`config.mk`:
```
export PLATFORM = sky130hd
export DESIGN_NAME = eth_tx_sched_flat
export DESIGN_NICKNAME = d
export VERILOG_FILES = /design/src/rtl/eth_tx_pkg.sv /design/src/rtl/eth_tx_sched_if.sv /design/src/rtl/eth_rr_arb.sv /design/src/rtl/eth_tx_sched.sv /design/src/flat_wrapper.sv
export SDC_FILE = /design/constraint.sdc
export NUM_CORES = 1
export LEC_CHECK = 0
export CORE_MARGIN = 2
export CORE_UTILIZATION = 25
export CTS_CLUSTER_SIZE = 30
export DETAILED_ROUTE_END_ITERATION = 7
export GPL_ROUTABILITY_DRIVEN = 0
export PLACE_DENSITY = 0.54
export SYNTH_ARGS = -nofsm -noshare
export SYNTH_HDL_FRONTEND = slang
export SYNTH_SLANG_ARGS = --single-unit
```
`constraint.sdc`:
```
create_clock -name Clk -period 5.78 [get_ports Clk]
set_clock_uncertainty 0.15 [all_clocks]
set_input_delay 0.867 -clock Clk [delete_from_list [all_inputs] [get_ports Clk]]
set_output_delay 0.867 -clock Clk [all_outputs]
set_load 0.02 [all_outputs]
```
`src/rtl/eth_tx_pkg.sv`:
```
// Shared types and defaults for the Ethernet transmit path.
// Holds the scheduler state encoding and its timing defaults.
package eth_tx_pkg;

  typedef enum logic [1:0] {
    SCHED_IDLE   = 2'd0,
    SCHED_LAUNCH = 2'd1,
    SCHED_ACTIVE = 2'd2,
    SCHED_IPG    = 2'd3
  } eth_tx_sched_state_t;

  // 96 bit times of gap at 2 bits per RMII clock
  localparam int pIPG_CNT    = 48;
  localparam int pLAUNCH_TMO = 64;

  // One counter serves both the launch timeout and the gap, so size it for the larger
  function automatic int cnt_width(input int a, input int b);
    return $clog2((a > b) ? a : b);
  endfunction

endpackage

```
`src/rtl/eth_tx_sched_if.sv`:
```
// Request/grant and launch handshake between packet sources, the scheduler
// and eth_tx_ctrl. The scheduler side is the master modport.
interface eth_tx_sched_if #(
  parameter int pNUM_REQ = 4
);
  localparam int SEL_W = $clog2(pNUM_REQ);

  logic [pNUM_REQ-1:0] Req;
  logic [pNUM_REQ-1:0] Gnt;
  logic [SEL_W-1:0]    Sel;
  logic [pNUM_REQ-1:0] Done;
  logic                Err;
  logic                Eth_Pkt_Rdy;
  logic                Tx_En;
  logic                Busy;

  modport master (
    input  Req, Tx_En,
    output Gnt, Sel, Done, Err, Eth_Pkt_Rdy, Busy
  );

  modport slave (
    output Req, Tx_En,
    input  Gnt, Sel, Done, Err, Eth_Pkt_Rdy, Busy
  );
endinterface

```
`src/rtl/eth_rr_arb.sv`:
```
// Combinational round-robin picker: the first asserted request at or after
// Ptr (wrapping) wins; returned both one-hot and as a binary index.
module eth_rr_arb #(
  parameter  int pNUM_REQ = 4,
  localparam int SEL_W    = $clog2(pNUM_REQ)
) (
  input  logic [pNUM_REQ-1:0] Req,
  input  logic [SEL_W-1:0]    Ptr,
  output logic [pNUM_REQ-1:0] Win,
  output logic [SEL_W-1:0]    Win_Idx,
  output logic                Win_Vld
);

  logic [SEL_W-1:0]    cand_idx [pNUM_REQ];
  logic [pNUM_REQ-1:0] cand_hit;

  // Candidate gi is the requester gi places after the pointer
  genvar gi;
  generate
    for (gi = 0; gi < pNUM_REQ; gi++) begin : g_cand
      assign cand_idx[gi] = SEL_W'((int'(Ptr) + gi) % pNUM_REQ);
      assign cand_hit[gi] = Req[cand_idx[gi]];
    end
  endgenerate

  always_comb begin
    Win_Idx = '0;
    Win     = '0;
    Win_Vld = |Req;
    // Scan from the far end so the candidate closest to the pointer is kept last
    for (int i = pNUM_REQ - 1; i >= 0; i--) begin
      if (cand_hit[i]) begin
        Win_Idx = cand_idx[i];
      end
    end
    if (Win_Vld) begin
      Win[Win_Idx] = 1'b1;
    end
  end

endmodule

```
`src/rtl/eth_tx_sched.sv`:
```
// Shares the single RMII transmit path between pNUM_REQ packet sources:
// round-robin grant per frame, launch, completion tracking, inter-packet gap.
module eth_tx_sched #(
  parameter int pNUM_REQ    = 4,
  parameter int pIPG_CNT    = eth_tx_pkg::pIPG_CNT,
  parameter int pLAUNCH_TMO = eth_tx_pkg::pLAUNCH_TMO
) (
  input  logic            Clk,
  input  logic            Rst,
  eth_tx_sched_if.master  bus
);
  import eth_tx_pkg::*;

  localparam int SEL_W = $clog2(pNUM_REQ);
  localparam int CNT_W = cnt_width(pIPG_CNT, pLAUNCH_TMO);

  eth_tx_sched_state_t state_reg, state_next;
  logic [CNT_W-1:0]    cnt_reg, cnt_next;
  logic [pNUM_REQ-1:0] gnt_reg, gnt_next;
  logic [SEL_W-1:0]    sel_reg, sel_next;
  logic [SEL_W-1:0]    ptr_reg, ptr_next;
  logic [pNUM_REQ-1:0] done_reg, done_next;
  logic                err_reg, err_next;
  logic                pkt_rdy_reg, pkt_rdy_next;
  logic                launched_reg, launched_next;

  logic [pNUM_REQ-1:0] win_onehot;
  logic [SEL_W-1:0]    win_idx;
  logic                win_vld;

  eth_rr_arb #(
    .pNUM_REQ (pNUM_REQ)
  ) u_arb (
    .Req     (bus.Req),
    .Ptr     (ptr_reg),
    .Win     (win_onehot),
    .Win_Idx (win_idx),
    .Win_Vld (win_vld)
  );

  always_ff @(posedge Clk or posedge Rst) begin
    if (Rst) begin
      state_reg    <= SCHED_IDLE;
      cnt_reg      <= '0;
      gnt_reg      <= '0;
      sel_reg      <= '0;
      ptr_reg      <= '0;
      done_reg     <= '0;
      err_reg      <= 1'b0;
      pkt_rdy_reg  <= 1'b0;
      launched_reg <= 1'b0;
    end else begin
      state_reg    <= state_next;
      cnt_reg      <= cnt_next;
      gnt_reg      <= gnt_next;
      sel_reg      <= sel_next;
      ptr_reg      <= ptr_next;
      done_reg     <= done_next;
      err_reg      <= err_next;
      pkt_rdy_reg  <= pkt_rdy_next;
      launched_reg <= launched_next;
    end
  end

  always_comb begin
    state_next    = state_reg;
    cnt_next      = cnt_reg;
    gnt_next      = gnt_reg;
    sel_next      = sel_reg;
    ptr_next      = ptr_reg;
    done_next     = '0;
    err_next      = 1'b0;
    pkt_rdy_next  = 1'b0;
    launched_next = launched_reg;

    unique case (state_reg)
      SCHED_IDLE: begin
        if (win_vld) begin
          gnt_next      = win_onehot;
          sel_next      = win_idx;
          // Pointer moves at grant time, so a timed-out source also loses its turn
          ptr_next      = (win_idx == SEL_W'(pNUM_REQ - 1)) ? '0 : win_idx + SEL_W'(1);
          cnt_next      = '0;
          launched_next = 1'b0;
          state_next    = SCHED_LAUNCH;
        end
      end

      SCHED_LAUNCH: begin
        // Launch pulse lands one clock after Gnt; the timeout is measured from it
        if (!launched_reg) begin
          pkt_rdy_next  = 1'b1;
          launched_next = 1'b1;
        end else if (bus.Tx_En) begin
          cnt_next   = '0;
          state_next = SCHED_ACTIVE;
        end else if (cnt_reg == CNT_W'(pLAUNCH_TMO - 1)) begin
          err_next   = 1'b1;
          gnt_next   = '0;
          cnt_next   = '0;
          state_next = SCHED_IPG;
        end else begin
          cnt_next = cnt_reg + CNT_W'(1);
        end
      end

      SCHED_ACTIVE: begin
        if (!bus.Tx_En) begin
          done_next[sel_reg] = 1'b1;
          gnt_next           = '0;
          cnt_next           = '0;
          state_next         = SCHED_IPG;
        end
      end

      SCHED_IPG: begin
        // Tx_En is deliberately not looked at here
        if (cnt_reg == CNT_W'(pIPG_CNT - 1)) begin
          cnt_next   = '0;
          state_next = SCHED_IDLE;
        end else begin
          cnt_next = cnt_reg + CNT_W'(1);
        end
      end

      default: begin
        gnt_next   = '0;
        cnt_next   = '0;
        state_next = SCHED_IDLE;
      end
    endcase
  end

  assign bus.Gnt         = gnt_reg;
  assign bus.Sel         = sel_reg;
  assign bus.Done        = done_reg;
  assign bus.Err         = err_reg;
  assign bus.Eth_Pkt_Rdy = pkt_rdy_reg;
  assign bus.Busy        = (state_reg != SCHED_IDLE);

endmodule

```
`src/flat_wrapper.sv`:
```
// flat-port wrapper written by rule: the top's interface ports become plain ports
module eth_tx_sched_flat import eth_tx_pkg::*;
#(
  parameter int pNUM_REQ    = 4,
  parameter int pIPG_CNT    = eth_tx_pkg::pIPG_CNT,
  parameter int pLAUNCH_TMO = eth_tx_pkg::pLAUNCH_TMO
)
  (Clk, Rst, bus_Req, bus_Tx_En, bus_Gnt, bus_Sel, bus_Done, bus_Err, bus_Eth_Pkt_Rdy, bus_Busy);
  eth_tx_sched_if #(.pNUM_REQ(pNUM_REQ)) bus_i ();
  input  logic Clk;
  input  logic Rst;
  input wire logic [$bits(bus_i.Req)-1:0] bus_Req;
  input wire logic [$bits(bus_i.Tx_En)-1:0] bus_Tx_En;
  output wire logic [$bits(bus_i.Gnt)-1:0] bus_Gnt;
  output wire logic [$bits(bus_i.Sel)-1:0] bus_Sel;
  output wire logic [$bits(bus_i.Done)-1:0] bus_Done;
  output wire logic [$bits(bus_i.Err)-1:0] bus_Err;
  output wire logic [$bits(bus_i.Eth_Pkt_Rdy)-1:0] bus_Eth_Pkt_Rdy;
  output wire logic [$bits(bus_i.Busy)-1:0] bus_Busy;
  assign bus_i.Req = bus_Req;
  assign bus_i.Tx_En = bus_Tx_En;
  assign bus_Gnt = bus_i.Gnt;
  assign bus_Sel = bus_i.Sel;
  assign bus_Done = bus_i.Done;
  assign bus_Err = bus_i.Err;
  assign bus_Eth_Pkt_Rdy = bus_i.Eth_Pkt_Rdy;
  assign bus_Busy = bus_i.Busy;
  eth_tx_sched #(.pNUM_REQ(pNUM_REQ), .pIPG_CNT(pIPG_CNT), .pLAUNCH_TMO(pLAUNCH_TMO)) u_core (.Clk(Clk), .Rst(Rst), .bus(bus_i));
endmodule
```
==> run summary, run 1 <==
post-synth top area share: 45.63%
grt ovf: 0
min-delay src: u_core.bus.Sel[0]
Mapped Area: 0.001261 sq mm
minimum clock period: 2837 ps
register area share after synthesis: 45.63%
DR vias/cell: 4.475
crit path max fanout: 10
Switch Pwr: 0.2806 mW
Arr. time, crit path: 2850 ps
CTS tree: yes
Largest register FFs: 6
TritonCTS buffer count: 3
ranking of synthesized cells by area: dfrtp_1 (46%), ha_1 (9.9%), mux2_4 (4.8%)
Initial Utilization: 26.35%
WL final: 2506 um
# setup viols final: 0
fin. max-slew vios: 0
site row count: 25
mux contribution to synthesized area: 7.440%
PortBufs: 19
max_cap viols: 0
CTS-repair resized insts: 0
number of DRC markers in iteration 0: 47
first-pass GRT wire length: 4416 um
Root Buffer Master: clkbuf_8
Max Freq: 352.5 MHz
leading area contributor after synthesis: dfrtp_1
Die Y: 75.03 um
Top Ports: 20
Slew HR: 40.18%
Global Route Usage Sum: 10.37%
DR pass1 iterations: 2
Sw Ratio: 39.14%
Worst-Skew Late Latency: 270 ps
post-place instance area: 0.001526 sq mm
post-DR wirelength/cell: 12.28 um
H-tree Lvls: 1
RSZ-0062 raised after global routing: false
Mapped Nets: 133
reg2reg end: u_core.state_reg[1]
mean post-synth cell area: 10.87 sq um
# nets final: 155
Gate power share: 51.4%
Reg2Reg Launch Point: u_core.state_reg[1]
Hold Violations, Final: 0
Worst Hold Depth: 1
post-CTS setup buffer count: 0
Worst setup EP type: register
required time of the critical path: 5790 ps
worst r2r path cells: 6
Synth Flop Type: dfrtp_1
clock share of power: 14.1%
most common cell in the netlist: dfrtp_1
critical path class: input pin to register
CTS clk-pin slew, worst paths: 80 ps
Synth async-reset ratio: 100.0%
Worst Hold End: u_core.bus.Done[0]
CTS sink count: 23
layout cells sized above 1: 10.22%
largest net degree at the start of global routing: 24
antenna violations before repair: 0
vias in the first global route: 953
via count: 913
post-synthesis adder-cell area fraction: 9.921%
simple logic cell fraction of the synthesized area: 18.75%
Hold Buf Count CTS: 0
Seq pwr share: 34.6%
Post-Syn Instances: 116
final worst path period share: 49.08%
Power Dens Cells: 456.3 mW/mm^2
combinational family with the most area after synthesis: simple AND/OR/NAND/NOR gates
status: completed
yosys warns: 0
post-synth cell types: 40
peak supply drop: 0.0001762 V
DR DRC count: 0
R2R Setup Slk: 3330 ps
Clock Path Buffers: 2
LEAKAGE: 0.6972 nW
setup TNS: 0 ps
hpwl dp: 1877 um
Compound-Gate Fraction of Synth Area: 15.18%
ANT cells: 0
Synth-to-Final Area Change: 24.60%
crit start category: input pin
full die area: 0.005629 sq mm
HP Class: register to register
Yosys reg bits: 23
internal power: 0.4364 mW
design area: 0.001572 sq mm
EDFF count, synth: 0
XOR/XNOR Fraction of Synth Area: 0%
core area: 0.004786 sq mm
most frequent cells after synthesis: dfrtp_1 (23), ha_1 (10)
Die X: 75.03 um
Final ANT Viol Nets: 0
Worst Max-Slew Pin Slew: 896.4 ps
==> logic make-up (layout without fill, tap and decap cells) <==
family                     Yosys count  count (layout)
AOI/OAI and AO/OA                   27              27
adders and majority gates           10              10
buffers and inverters               10              31
DFF                                 23              23
muxes                                7               7
and+or+nand+nor                     39              39
==> power by group through the flow <==
stage	Sequential (mW)	Clock [mW]	Combinational, mW
after global routing	0.257	0.112	0.414
final	0.248	0.101	0.368
after detailed placement	0.252	0	0.373
after floorplan	0.264	0	0.250
after CTS	0.249	0.105	0.374
after global placement	0.248	0	0.362
==> layout make-up <==
cell class / instances / area [sq um]
clock buffers: 4 / 45.04
fillers: 481 / 3214
inverters: 8 / 30.03
multi-input cells: 83 / 646.9
flip-flops and latches: 23 / 575.6
well taps: 67 / 83.83
repair buffers: 19 / 190.2
==> worst max-delay path by stage <==
stage,from,end,slack (ps),cells after the start
after CTS,bus_Tx_En,u_core.state_reg[1],2980,5
final,bus_Tx_En,u_core.state_reg[1],2940,5
after floorplan,bus_Tx_En,u_core.bus.Gnt[0],3450,4
after global placement,bus_Tx_En,u_core.state_reg[1],2760,5
after detailed placement,bus_Tx_En,u_core.state_reg[1],2690,5
after global routing,bus_Tx_En,u_core.state_reg[1],2780,5
==> per-stage QoR <==
| step | hold slack, ps | cells | setup slack (ps) | total power, mW | util [%] |
|---|---|---|---|---|---|
| floorplan | 325.4 | 116 | 3449 | 0.5140 | - |
| global placement | 352.1 | 200 | 2758 | 0.6100 | 31.90 |
| detailed placement | 355.8 | 200 | 2689 | 0.6249 | 31.90 |
| CTS | 382.1 | 204 | 2984 | 0.7282 | 32.84 |
| global route | 406.7 | 204 | 2780 | 0.7828 | 32.84 |
| finish | 373.2 | 204 | 2943 | 0.7170 | 32.84 |
==> worst max-delay path: stages <==
cell             delay [ps]
clkdlybuf4s50_1         650
nor3b_1                 100
o32ai_1                 720
nand2_1                 200
mux2_2                  310
==> metal layers <==
metal	track usage (%)	wire (um)
met1	13.89	1183
met2	16.28	1206
met3	1.473	78
met5	0	0
met4	5.357	38
==> cell usage in the layout, fill, tap and decap left out, drive strengths merged, types with 2 or more instances in the layout <==
cell | netlist | final
o21ai | 8 | 8
ha | 10 | 10
a21oi | 3 | 3
dfrtp | 23 | 23
nor2b | 8 | 8
nand3 | 2 | 2
nand2b | 2 | 2
nor4 | 2 | 2
inv | 8 | 8
mux2 | 7 | 7
clkbuf | 1 | 4
a21o | 3 | 3
a31oi | 2 | 2
nor4b | 2 | 2
nand2 | 8 | 8
nor2 | 3 | 3
nor4bb | 2 | 2
clkdlybuf4s50 | 0 | 19
Power figures use the tool's default switching activity.
==> run 2: changes to the inputs <==
Settings changed: PLACE_DENSITY 0.54 to 0.56.
Clock period 5.78 ns to 2.38 ns, I/O delays scaled along.
==> run summary, run 2 (synthesized netlist as in run 1, its figures left out) <==
status: completed
LEAKAGE: 0.7606 nW
Arr. time, crit path: 1720 ps
Seq pwr share: 32.7%
DR DRC count: 0
Hold Violations, Final: 0
site row count: 25
Worst setup EP type: primary output
CTS sink count: 23
Root Buffer Master: clkbuf_8
number of DRC markers in iteration 0: 52
Slew HR: 73.46%
minimum clock period: 2224 ps
Synth-to-Final Area Change: 32.34%
setup TNS: 0 ps
Global Route Usage Sum: 10.42%
# nets final: 168
RSZ-0062 raised after global routing: false
Final Util: 34.88%
CTS tree: yes
Die Y: 75.03 um
Hold Slack: 281.9 ps
crit path max fanout: 6
DR vias/cell: 4.530
grt ovf: 0
most frequent cells in the layout: dfrtp_1 (23), clkdlybuf4s50_1 (19), buf_4 (13)
via count: 983
max_cap viols: 0
layout cells sized above 1: 18.00%
final worst path period share: 93.46%
Power Dens Cells: 1107 mW/mm^2
crit start category: register
HP Class: input pin to async pin
critical path class: register to primary output
post-DR wirelength/cell: 11.94 um
first-pass GRT wire length: 4402 um
ANT cells: 0
Switch Pwr: 0.6986 mW
clock share of power: 12.9%
vias in the first global route: 1002
fin. max-slew vios: 0
worst r2r path cells: 8
design area: 0.001669 sq mm
Gate power share: 54.4%
Worst Max-Slew Pin Slew: 396.8 ps
CTS clk-pin slew, worst paths: 80 ps
Final ANT Viol Nets: 0
peak supply drop: 0.0004363 V
hpwl dp: 2031 um
commonest non-fill, non-tap cell in the layout: dfrtp_1
Initial Utilization: 26.35%
CTS-repair resized insts: 0
internal power: 1.148 mW
largest net degree at the start of global routing: 24
required time of the critical path: 1870 ps
post-place instance area: 0.001624 sq mm
WL final: 2591 um
full die area: 0.005629 sq mm
Top Ports: 20
# setup viols final: 0
Hold Buf Count CTS: 0
TritonCTS buffer count: 3
Clock Path Buffers: 2
Worst-Skew Late Latency: 260 ps
Largest register FFs: 6
Sw Ratio: 37.82%
DR pass1 iterations: 3
Die X: 75.03 um
antenna violations before repair: 0
core area: 0.004786 sq mm
PortBufs: 19
post-CTS setup buffer count: 0
H-tree Lvls: 1
Max Freq: 449.6 MHz
## run 2: changes by cell type in the layout (fill, tap and decap cells not counted)
| cell | previous run | this run |
|---|---|---|
| buf_4 | 0 | 13 |
## run 2: cell type report
class / count / area (sq um)
fillers: 486 / 3117
well taps: 67 / 83.83
clock buffers: 4 / 45.04
repair buffers: 32 / 287.8
flip-flops and latches: 23 / 575.6
inverters: 8 / 30.03
multi-input cells: 83 / 646.9
## run 2: path summary, 6_finish.rpt
path | startpoint | endpoint | slack [ps]
setup / recovery | u_core.state_reg[0] | bus_Busy | 160
hold / removal | Rst | u_core.ptr_reg[1] | 280
setup reg to reg | u_core.state_reg[1] | u_core.state_reg[1] | 180
hold reg to reg | u_core.bus.Sel[0] | u_core.bus.Done[0] | 370
max in group asynchronous | Rst | u_core.cnt_reg[5] | 1570
min in group Clk | u_core.bus.Sel[0] | u_core.bus.Done[0] | 370
## run 2: critical path, stage by stage (launching register included)
cell	delay (ps)
dfrtp_1	410
inv_1	90
ha_1	270
inv_1	80
clkdlybuf4s50_1	600
## run 2: power groups by stage
| stage | Clock (mW) | Sequential [mW] | Combinational, mW |
|---|---|---|---|
| 2_1_floorplan | 0 | 0.642 | 0.607 |
| 3_3_place_gp | 0 | 0.603 | 0.990 |
| 3_5_place_dp | 0 | 0.611 | 1.02 |
| 4_1_cts | 0.252 | 0.604 | 1.02 |
| 5_1_grt | 0.265 | 0.622 | 1.11 |
| 6_report | 0.238 | 0.603 | 1.01 |
## run 2: per-layer routing
layer  GRT usage (%)  vias up  share of wire (%)
li1                -      489                  -
met1           11.54      464                 43
met2           17.54       20                 49
met3           2.410       10                4.0
met4           7.341        0                4.2
met5               0        -                  0
## run 2: through the flow
step           instances  setup WS [ps]  power [mW]
5_1_grt              217          48.33       1.999
3_5_place_dp         213         -62.05       1.631
6_report             217          155.6       1.847
3_3_place_gp         213         -22.70       1.593
4_1_cts              217          131.6       1.879
2_1_floorplan        116          224.2       1.248
